==> src/rtl/axi_slv_rd_mem_bridge_pkg.sv <==
// ============================================================================
//  Module      : axi_slv_rd_mem_bridge_pkg
//  Description : Shared widths, byte-to-word shift and reset values for the
//                AXI slave read memory bridge.
//  Revision    : 1.0 - initial release
// ============================================================================
`default_nettype none

`ifndef AXI_ADDR_WIDTH
`define AXI_ADDR_WIDTH 32
`endif
`ifndef AXI_DATA_WIDTH
`define AXI_DATA_WIDTH 32
`endif

package axi_slv_rd_mem_bridge_pkg;
  localparam int c_AXI_ADDR_W = `AXI_ADDR_WIDTH;
  localparam int c_AXI_DATA_W = `AXI_DATA_WIDTH;
  // Number of byte-offset bits dropped from a byte address (ADDR_SHIFT).
  localparam int c_ADDR_SHIFT = $clog2(c_AXI_DATA_W / 8);

  localparam logic                    c_RST_FLAG = 1'b0;
  localparam logic [c_AXI_DATA_W-1:0] c_RST_DATA = '0;
endpackage

`default_nettype wire

==> src/rtl/axi_slv_rd_mem_bridge_if.sv <==
// ============================================================================
//  Module      : axi_slv_rd_mem_bridge_if
//  Description : Request, result and SRAM-port signals of the read bridge.
//                slave = bridge side, master = controller/memory side.
//  Revision    : 1.0 - initial release
// ============================================================================
`default_nettype none

interface axi_slv_rd_mem_bridge_if
  import axi_slv_rd_mem_bridge_pkg::*;
#(
  parameter int MEM_ADDR_WIDTH = 16
) ();
  logic                      rd_req_en;
  logic [c_AXI_ADDR_W-1:0]   rd_base_addr;
  logic                      rd_result_en;
  logic [c_AXI_DATA_W-1:0]   rd_result_data;
  logic                      mem_req;
  logic                      mem_gnt;
  logic [MEM_ADDR_WIDTH-1:0] mem_addr;
  logic [c_AXI_DATA_W-1:0]   mem_rdata;
  logic                      req_full;
  logic                      busy;
  logic                      ovf_err;

  modport slave (
    input  rd_req_en, rd_base_addr, mem_gnt, mem_rdata,
    output rd_result_en, rd_result_data, mem_req, mem_addr, req_full, busy, ovf_err
  );

  modport master (
    output rd_req_en, rd_base_addr, mem_gnt, mem_rdata,
    input  rd_result_en, rd_result_data, mem_req, mem_addr, req_full, busy, ovf_err
  );
endinterface

`default_nettype wire

==> src/rtl/axi_slv_rd_mem_bridge_fifo.sv <==
// ============================================================================
//  Module      : axi_sync_fifo
//  Description : Generic synchronous-reset FIFO; push while full is accepted
//                only together with a pop.
//  Revision    : 1.0 - initial release
// ============================================================================
`default_nettype none

module axi_sync_fifo #(
  parameter int WIDTH = 16,
  parameter int DEPTH = 4,
  localparam int PTR_W = $clog2(DEPTH),
  localparam int CNT_W = PTR_W + 1
) (
  input  wire logic             clk,
  input  wire logic             rst_n,
  input  wire logic             i_push,
  input  wire logic             i_pop,
  input  wire logic [WIDTH-1:0] i_data,
  output logic      [WIDTH-1:0] o_data,
  output logic                  o_full,
  output logic                  o_empty,
  output logic      [CNT_W-1:0] o_count
);
  logic [WIDTH-1:0] r_mem [DEPTH];
  logic [PTR_W-1:0] r_wptr;
  logic [PTR_W-1:0] r_rptr;
  logic [CNT_W-1:0] r_count;
  logic             w_do_push;
  logic             w_do_pop;

  assign o_count   = r_count;
  assign o_full    = (r_count == CNT_W'(DEPTH));
  assign o_empty   = (r_count == '0);
  assign o_data    = r_mem[r_rptr];
  assign w_do_pop  = i_pop && !o_empty;
  assign w_do_push = i_push && (!o_full || w_do_pop);

  always_ff @(posedge clk) begin
    if (!rst_n) begin
      r_wptr  <= '0;
      r_rptr  <= '0;
      r_count <= '0;
    end else begin
      if (w_do_push) r_wptr <= r_wptr + PTR_W'(1);
      if (w_do_pop)  r_rptr <= r_rptr + PTR_W'(1);
      case ({w_do_push, w_do_pop})
        2'b10:   r_count <= r_count + CNT_W'(1);
        2'b01:   r_count <= r_count - CNT_W'(1);
        default: r_count <= r_count;
      endcase
    end
  end

  // Storage carries no reset; the read side is qualified by o_empty.
  always_ff @(posedge clk) begin
    if (w_do_push) r_mem[r_wptr] <= i_data;
  end
endmodule

`default_nettype wire

==> src/rtl/axi_slv_rd_mem_bridge.sv <==
// ============================================================================
//  Module      : axi_slv_rd_mem_bridge
//  Description : Buffers per-beat read requests, issues them in order to a
//                fixed-latency SRAM port and returns one-cycle result pulses.
//                Optional macro: AXI_SLV_RD_MEM_BYPASS_EN (empty-FIFO bypass).
//  Revision    : 1.0 - initial release
// ============================================================================
`default_nettype none

module axi_slv_rd_mem_bridge
  import axi_slv_rd_mem_bridge_pkg::*;
#(
  parameter int MEM_ADDR_WIDTH = 16,
  parameter int REQ_DEPTH      = 4,
  parameter int MEM_LAT        = 1
) (
  input  wire logic          clk,
  input  wire logic          rst_n,
  axi_slv_rd_mem_bridge_if.slave bus
);
  localparam int c_CNT_W = $clog2(REQ_DEPTH) + 1;

  logic [MEM_ADDR_WIDTH-1:0] w_req_addr;
  logic [MEM_ADDR_WIDTH-1:0] w_head;
  logic [MEM_ADDR_WIDTH-1:0] w_mem_addr;
  logic [c_CNT_W-1:0]        w_fifo_count;
  logic                      w_fifo_full;
  logic                      w_fifo_empty;
  logic                      w_mem_req;
  logic                      w_push;
  logic                      w_pop;
  logic                      w_issue;
  logic                      w_ovf;
  logic [MEM_LAT-1:0]        r_vld_sr;
  logic                      r_result_en;
  logic [c_AXI_DATA_W-1:0]   r_result_data;
  logic                      r_ovf_err;
  logic                      w_unused_addr;

  assign w_req_addr    = bus.rd_base_addr[c_ADDR_SHIFT +: MEM_ADDR_WIDTH];
  assign w_unused_addr = ^bus.rd_base_addr;

  always_comb begin
    w_mem_req  = !w_fifo_empty;
    w_mem_addr = w_fifo_empty ? '0 : w_head;
    w_push     = bus.rd_req_en;
`ifdef AXI_SLV_RD_MEM_BYPASS_EN
    // Empty FIFO: present the incoming request directly; it only enters the
    // FIFO when the arbiter does not grant it this cycle.
    if (w_fifo_empty && bus.rd_req_en) begin
      w_mem_req  = 1'b1;
      w_mem_addr = w_req_addr;
      w_push     = !bus.mem_gnt;
    end
`endif
    w_issue = w_mem_req && bus.mem_gnt;
    w_pop   = w_issue && !w_fifo_empty;
    w_ovf   = w_push && w_fifo_full && !w_pop;
  end

  axi_sync_fifo #(
    .WIDTH (MEM_ADDR_WIDTH),
    .DEPTH (REQ_DEPTH)
  ) u_req_fifo (
    .clk     (clk),
    .rst_n   (rst_n),
    .i_push  (w_push),
    .i_pop   (w_pop),
    .i_data  (w_req_addr),
    .o_data  (w_head),
    .o_full  (w_fifo_full),
    .o_empty (w_fifo_empty),
    .o_count (w_fifo_count)
  );

  generate
    if (MEM_LAT == 1) begin : g_lat1
      always_ff @(posedge clk) begin
        if (!rst_n) r_vld_sr <= '0;
        else        r_vld_sr <= w_issue;
      end
    end else begin : g_latn
      always_ff @(posedge clk) begin
        if (!rst_n) r_vld_sr <= '0;
        else        r_vld_sr <= {r_vld_sr[MEM_LAT-2:0], w_issue};
      end
    end
  endgenerate

  always_ff @(posedge clk) begin
    if (!rst_n) begin
      r_result_en   <= c_RST_FLAG;
      r_result_data <= c_RST_DATA;
      r_ovf_err     <= c_RST_FLAG;
    end else begin
      r_result_en <= r_vld_sr[MEM_LAT-1];
      if (r_vld_sr[MEM_LAT-1]) r_result_data <= bus.mem_rdata;
      if (w_ovf)               r_ovf_err     <= 1'b1;
    end
  end

  assign bus.mem_req        = w_mem_req;
  assign bus.mem_addr       = w_mem_addr;
  assign bus.rd_result_en   = r_result_en;
  assign bus.rd_result_data = r_result_data;
  assign bus.req_full       = w_fifo_full;
  assign bus.busy           = (w_fifo_count != '0) || (|r_vld_sr);
  assign bus.ovf_err        = r_ovf_err;
endmodule

`default_nettype wire

==> src/flat_wrapper.sv <==
// flat-port wrapper written by rule: the top's interface ports become plain ports
module axi_slv_rd_mem_bridge_flat import axi_slv_rd_mem_bridge_pkg::*;
#(
  parameter int MEM_ADDR_WIDTH = 16,
  parameter int REQ_DEPTH      = 4,
  parameter int MEM_LAT        = 1
)
  (clk, rst_n, bus_rd_req_en, bus_rd_base_addr, bus_mem_gnt, bus_mem_rdata, bus_rd_result_en, bus_rd_result_data, bus_mem_req, bus_mem_addr, bus_req_full, bus_busy, bus_ovf_err);
  axi_slv_rd_mem_bridge_if #(.MEM_ADDR_WIDTH(MEM_ADDR_WIDTH)) bus_i ();
  input  wire logic clk;
  input  wire logic rst_n;
  input wire logic [$bits(bus_i.rd_req_en)-1:0] bus_rd_req_en;
  input wire logic [$bits(bus_i.rd_base_addr)-1:0] bus_rd_base_addr;
  input wire logic [$bits(bus_i.mem_gnt)-1:0] bus_mem_gnt;
  input wire logic [$bits(bus_i.mem_rdata)-1:0] bus_mem_rdata;
  output wire logic [$bits(bus_i.rd_result_en)-1:0] bus_rd_result_en;
  output wire logic [$bits(bus_i.rd_result_data)-1:0] bus_rd_result_data;
  output wire logic [$bits(bus_i.mem_req)-1:0] bus_mem_req;
  output wire logic [$bits(bus_i.mem_addr)-1:0] bus_mem_addr;
  output wire logic [$bits(bus_i.req_full)-1:0] bus_req_full;
  output wire logic [$bits(bus_i.busy)-1:0] bus_busy;
  output wire logic [$bits(bus_i.ovf_err)-1:0] bus_ovf_err;
  assign bus_i.rd_req_en = bus_rd_req_en;
  assign bus_i.rd_base_addr = bus_rd_base_addr;
  assign bus_i.mem_gnt = bus_mem_gnt;
  assign bus_i.mem_rdata = bus_mem_rdata;
  assign bus_rd_result_en = bus_i.rd_result_en;
  assign bus_rd_result_data = bus_i.rd_result_data;
  assign bus_mem_req = bus_i.mem_req;
  assign bus_mem_addr = bus_i.mem_addr;
  assign bus_req_full = bus_i.req_full;
  assign bus_busy = bus_i.busy;
  assign bus_ovf_err = bus_i.ovf_err;
  axi_slv_rd_mem_bridge #(.MEM_ADDR_WIDTH(MEM_ADDR_WIDTH), .REQ_DEPTH(REQ_DEPTH), .MEM_LAT(MEM_LAT)) u_core (.clk(clk), .rst_n(rst_n), .bus(bus_i));
endmodule
==> config.mk <==
export PLATFORM = sky130hd
export DESIGN_NAME = axi_slv_rd_mem_bridge_flat
export DESIGN_NICKNAME = d
export VERILOG_FILES = /design/src/rtl/axi_slv_rd_mem_bridge_pkg.sv /design/src/rtl/axi_slv_rd_mem_bridge_if.sv /design/src/rtl/axi_slv_rd_mem_bridge_fifo.sv /design/src/rtl/axi_slv_rd_mem_bridge.sv /design/src/flat_wrapper.sv
export SDC_FILE = /design/constraint.sdc
export NUM_CORES = 1
export LEC_CHECK = 0
export ABC_CLOCK_PERIOD_IN_PS = 5600
export BUFFER_PORTS_ARGS = -buffer_cell sky130_fd_sc_hd__clkbuf_2
export CORE_AREA = 2 2 121 94
export CTS_CLUSTER_DIAMETER = 150
export CTS_CLUSTER_SIZE = 30
export DETAILED_ROUTE_END_ITERATION = 6
export DIE_AREA = 0 0 123 96
export PLACE_DENSITY = 0.66
export REMOVE_ABC_BUFFERS = 1
export SLEW_MARGIN = 10
export SYNTH_ARGS = -nofsm -noshare
export SYNTH_HDL_FRONTEND = slang
export SYNTH_HIERARCHICAL = 1
export SYNTH_SLANG_ARGS = --single-unit
==> constraint.sdc <==
create_clock -name clk -period 5.6 [get_ports clk]
set_clock_uncertainty 0.1 [all_clocks]
set_input_delay 0.84 -clock clk [delete_from_list [all_inputs] [get_ports clk]]
set_output_delay 0.84 -clock clk [all_outputs]
set_load 0.05 [all_outputs]
==> metrics.cfg <==
[clock_tree]
clk-insertion-delay-late_ns=0.34
clock-root-buffer=clkbuf_16
post-cts-setup-buffers=0
hold_buffers=0
cts_sinks=108
cts-htree-levels=3
clk_path_buf_depth=2
postCtsResizedCells=0
cts_tree=built
clkTransAtPathRegs_ns=0.07
numCtsBuffers=9

[critical_path]
setup.worst_path.end_class=output port
start_kind=register
rr_endpoint=u_core/u_req_fifo/o_count[2]
cp_max_fo=16
rrSetupSlack_ns=3.04
r2r-start=u_core/u_req_fifo/o_count[2]
critPathRequiredTime_ns=4.66
critPathKind=reg -> out
crit_path_top_delay_cell=dfxtp_1
crit_arrival_ns=2.10
ff2ff_path_depth=9
slowest_delay_ns=0.88
worstPathCellList=mux4_2 -> nor2b_1 -> clkbuf_2

[run_status]
outcome=finished clean

[sta]
fmax_mhz=329
period_share=0.542
slew_headroom=0.334
slew_violations=0
setup_viol=0
hold_viol=0
hold_slack_ns=0.398
fin_setup_tns_ns=0
rsz0062_at_grt=no
tightest_slew_ns=0.999
period_needed_ns=3.04

[placement]
dp.final_hpwl_mm=4.90
io_buffer_count=104
placed_area_um2=4870
gp_routability_congestion=0.626

[power]
ir_drop_mv=0.221
leakagePower_uw=0.00195
pwr_density_cell_nw_per_um2=456

[finish]
diodes=0
stdcell_area_um2=5160
fill_cells=923
layout.nets=447
area_growth_pct=21.4
drive_gt1_frac=0.399

[die]
row_count=33
core_area_um2=10700
start_util=0.399
ios=121
die_w_um=123
die_h_um=96
dieArea_um2=11800

[flow_run]
cap_violations=0

[routing]
drtIter0Drc=102
drtAntennaViolNets=0
routed_wl_mm=7.58
vias=2390
wl_per_cell_um=14.6
dr.pass1.iters=4
route.detailed.drc=0
vias_per_cell=4.61

[yosys]
ys.flop_type=edfxtp_1
synth-xor-area-share=0.00412
netlist-cell-type-count=27
synth_top_family_by_area=multiplexers
synthTopCellsByArea=edfxtp_1 45%, dfxtp_1 21%, mux4_2 8.5%
synth.largest_area_cell=edfxtp_1
async_reset_ff_frac=0
synth_edf_count=64
synth_warnings=6
netlist_area_um2=4250
synth_top_area_share=0.452
ys_seq_area_frac=0.659
synth-seq-cells=108
synth_most_common_cell=edfxtp_1
synth_mux_area_frac=0.165
synth_common_cells=64 x edfxtp_1, 44 x dfxtp_1, 40 x nor2b_1
synthCells=269
synth_simple_gate_area_share=0.110
synth_fa_ha_area_frac=0.0194
avgSynthCellArea_um2=15.8
synth_compound_area_frac=0.0138

[min_path]
hp-class=reg -> reg
hold_end=u_core/bus.ovf_err
whs_path_depth=1
hp-start=u_core/bus.ovf_err

[global_route]
grt_pass1_vias=2349
antenna_found_initial=0
grt_overflow_total=0
grt_pass1_wl_mm=11.7
grt_usage=0.134
grt_max_degree=46

## critical path, delay by kind of cell (launching register included)
family	cells	cell delay (ns)
buf+inv	1	0.32
flops	1	0.88
mux	1	0.33
simple gates	1	0.22
## cell type report
type,instances,area (µm²),area share
multi-input cells,140,1330,0.257
flip-flops and latches,108,2800,0.543
repair buffers,106,536,0.104
clock inverters,7,63.8,0.0124
inverters,8,30.0,0.00582
well taps,140,175,0.0339
clock buffers,9,225,0.0436
## worst max path at each step
| stage | startpoint | end | slack, ns | cells after the start |
|---|---|---|---|---|
| floorplan | u_core/u_req_fifo/o_count[2] | u_core/u_req_fifo/o_count[2] | 2.19 | 9 |
| global placement | bus_mem_gnt | u_core/u_req_fifo/o_count[2] | 2.79 | 11 |
| detailed placement | bus_mem_gnt | u_core/u_req_fifo/o_count[2] | 2.75 | 11 |
| CTS | register | bus_mem_addr[3] | 2.51 | 3 |
| global route | register | bus_mem_addr[1] | 2.44 | 3 |
| finish | register | bus_mem_addr[1] | 2.56 | 3 |
## metrics by stage
| step | util | worst slack [ns] | total power, µW | cells |
|---|---|---|---|---|
| after floorplan | - | 2.19 | 1570 | 256 |
| after global placement | 0.457 | 2.79 | 1760 | 502 |
| after detailed placement | 0.457 | 2.75 | 1770 | 502 |
| after CTS | 0.484 | 2.51 | 2390 | 518 |
| after global routing | 0.484 | 2.44 | 2470 | 518 |
| final | 0.484 | 2.56 | 2360 | 518 |
## flip-flops by register name, indices dropped and copies added, names as in the netlist, named ones only
register / flops
u_core/bus.rd_result_en: 1
u_core/r_vld_sr: 1
u_core/u_req_fifo/r_wptr: 2
u_core/u_req_fifo/r_rptr: 2
u_core/u_req_fifo/o_count: 3
u_core/u_req_fifo/r_mem: 64
u_core/bus.rd_result_data: 32
u_core/bus.ovf_err: 1
## cell usage in the layout (no fill, tap or decap), types with 9 or more instances in the layout
master     count
clkbuf_2     104
edfxtp_1      64
dfxtp_1       43
nor2b_1       40
mux2i_1       34
mux4_2        16
clkbuf_16      9
and2b_2        9
## routing by layer
metal | vias to the layer above | part of all wire | global-route usage
met4 | 0 | 0.0065 | 0.0341
li1 | 1173 | - | -
met5 | - | 0 | 0
met3 | 8 | 0.067 | 0.0551
met1 | 1139 | 0.46 | 0.171
met2 | 70 | 0.47 | 0.214
## cells by family (layout without fill, tap and decap cells)
group / count (synthesis) / after routing
muxes: 50 / 50
xor gates and xnor gates: 2 / 2
adders and majority gates: 6 / 6
AOI/OAI and AO/OA: 9 / 9
and+or+nand+nor: 73 / 73
buffers and inverters: 21 / 130
DFF: 108 / 108
## power breakdown
part	internal [µW]	switching [µW]
registers	915	58.2
clock network	314	300
logic	244	525
total	1470	884
Note: power is estimated with default switching activity, not from simulation.
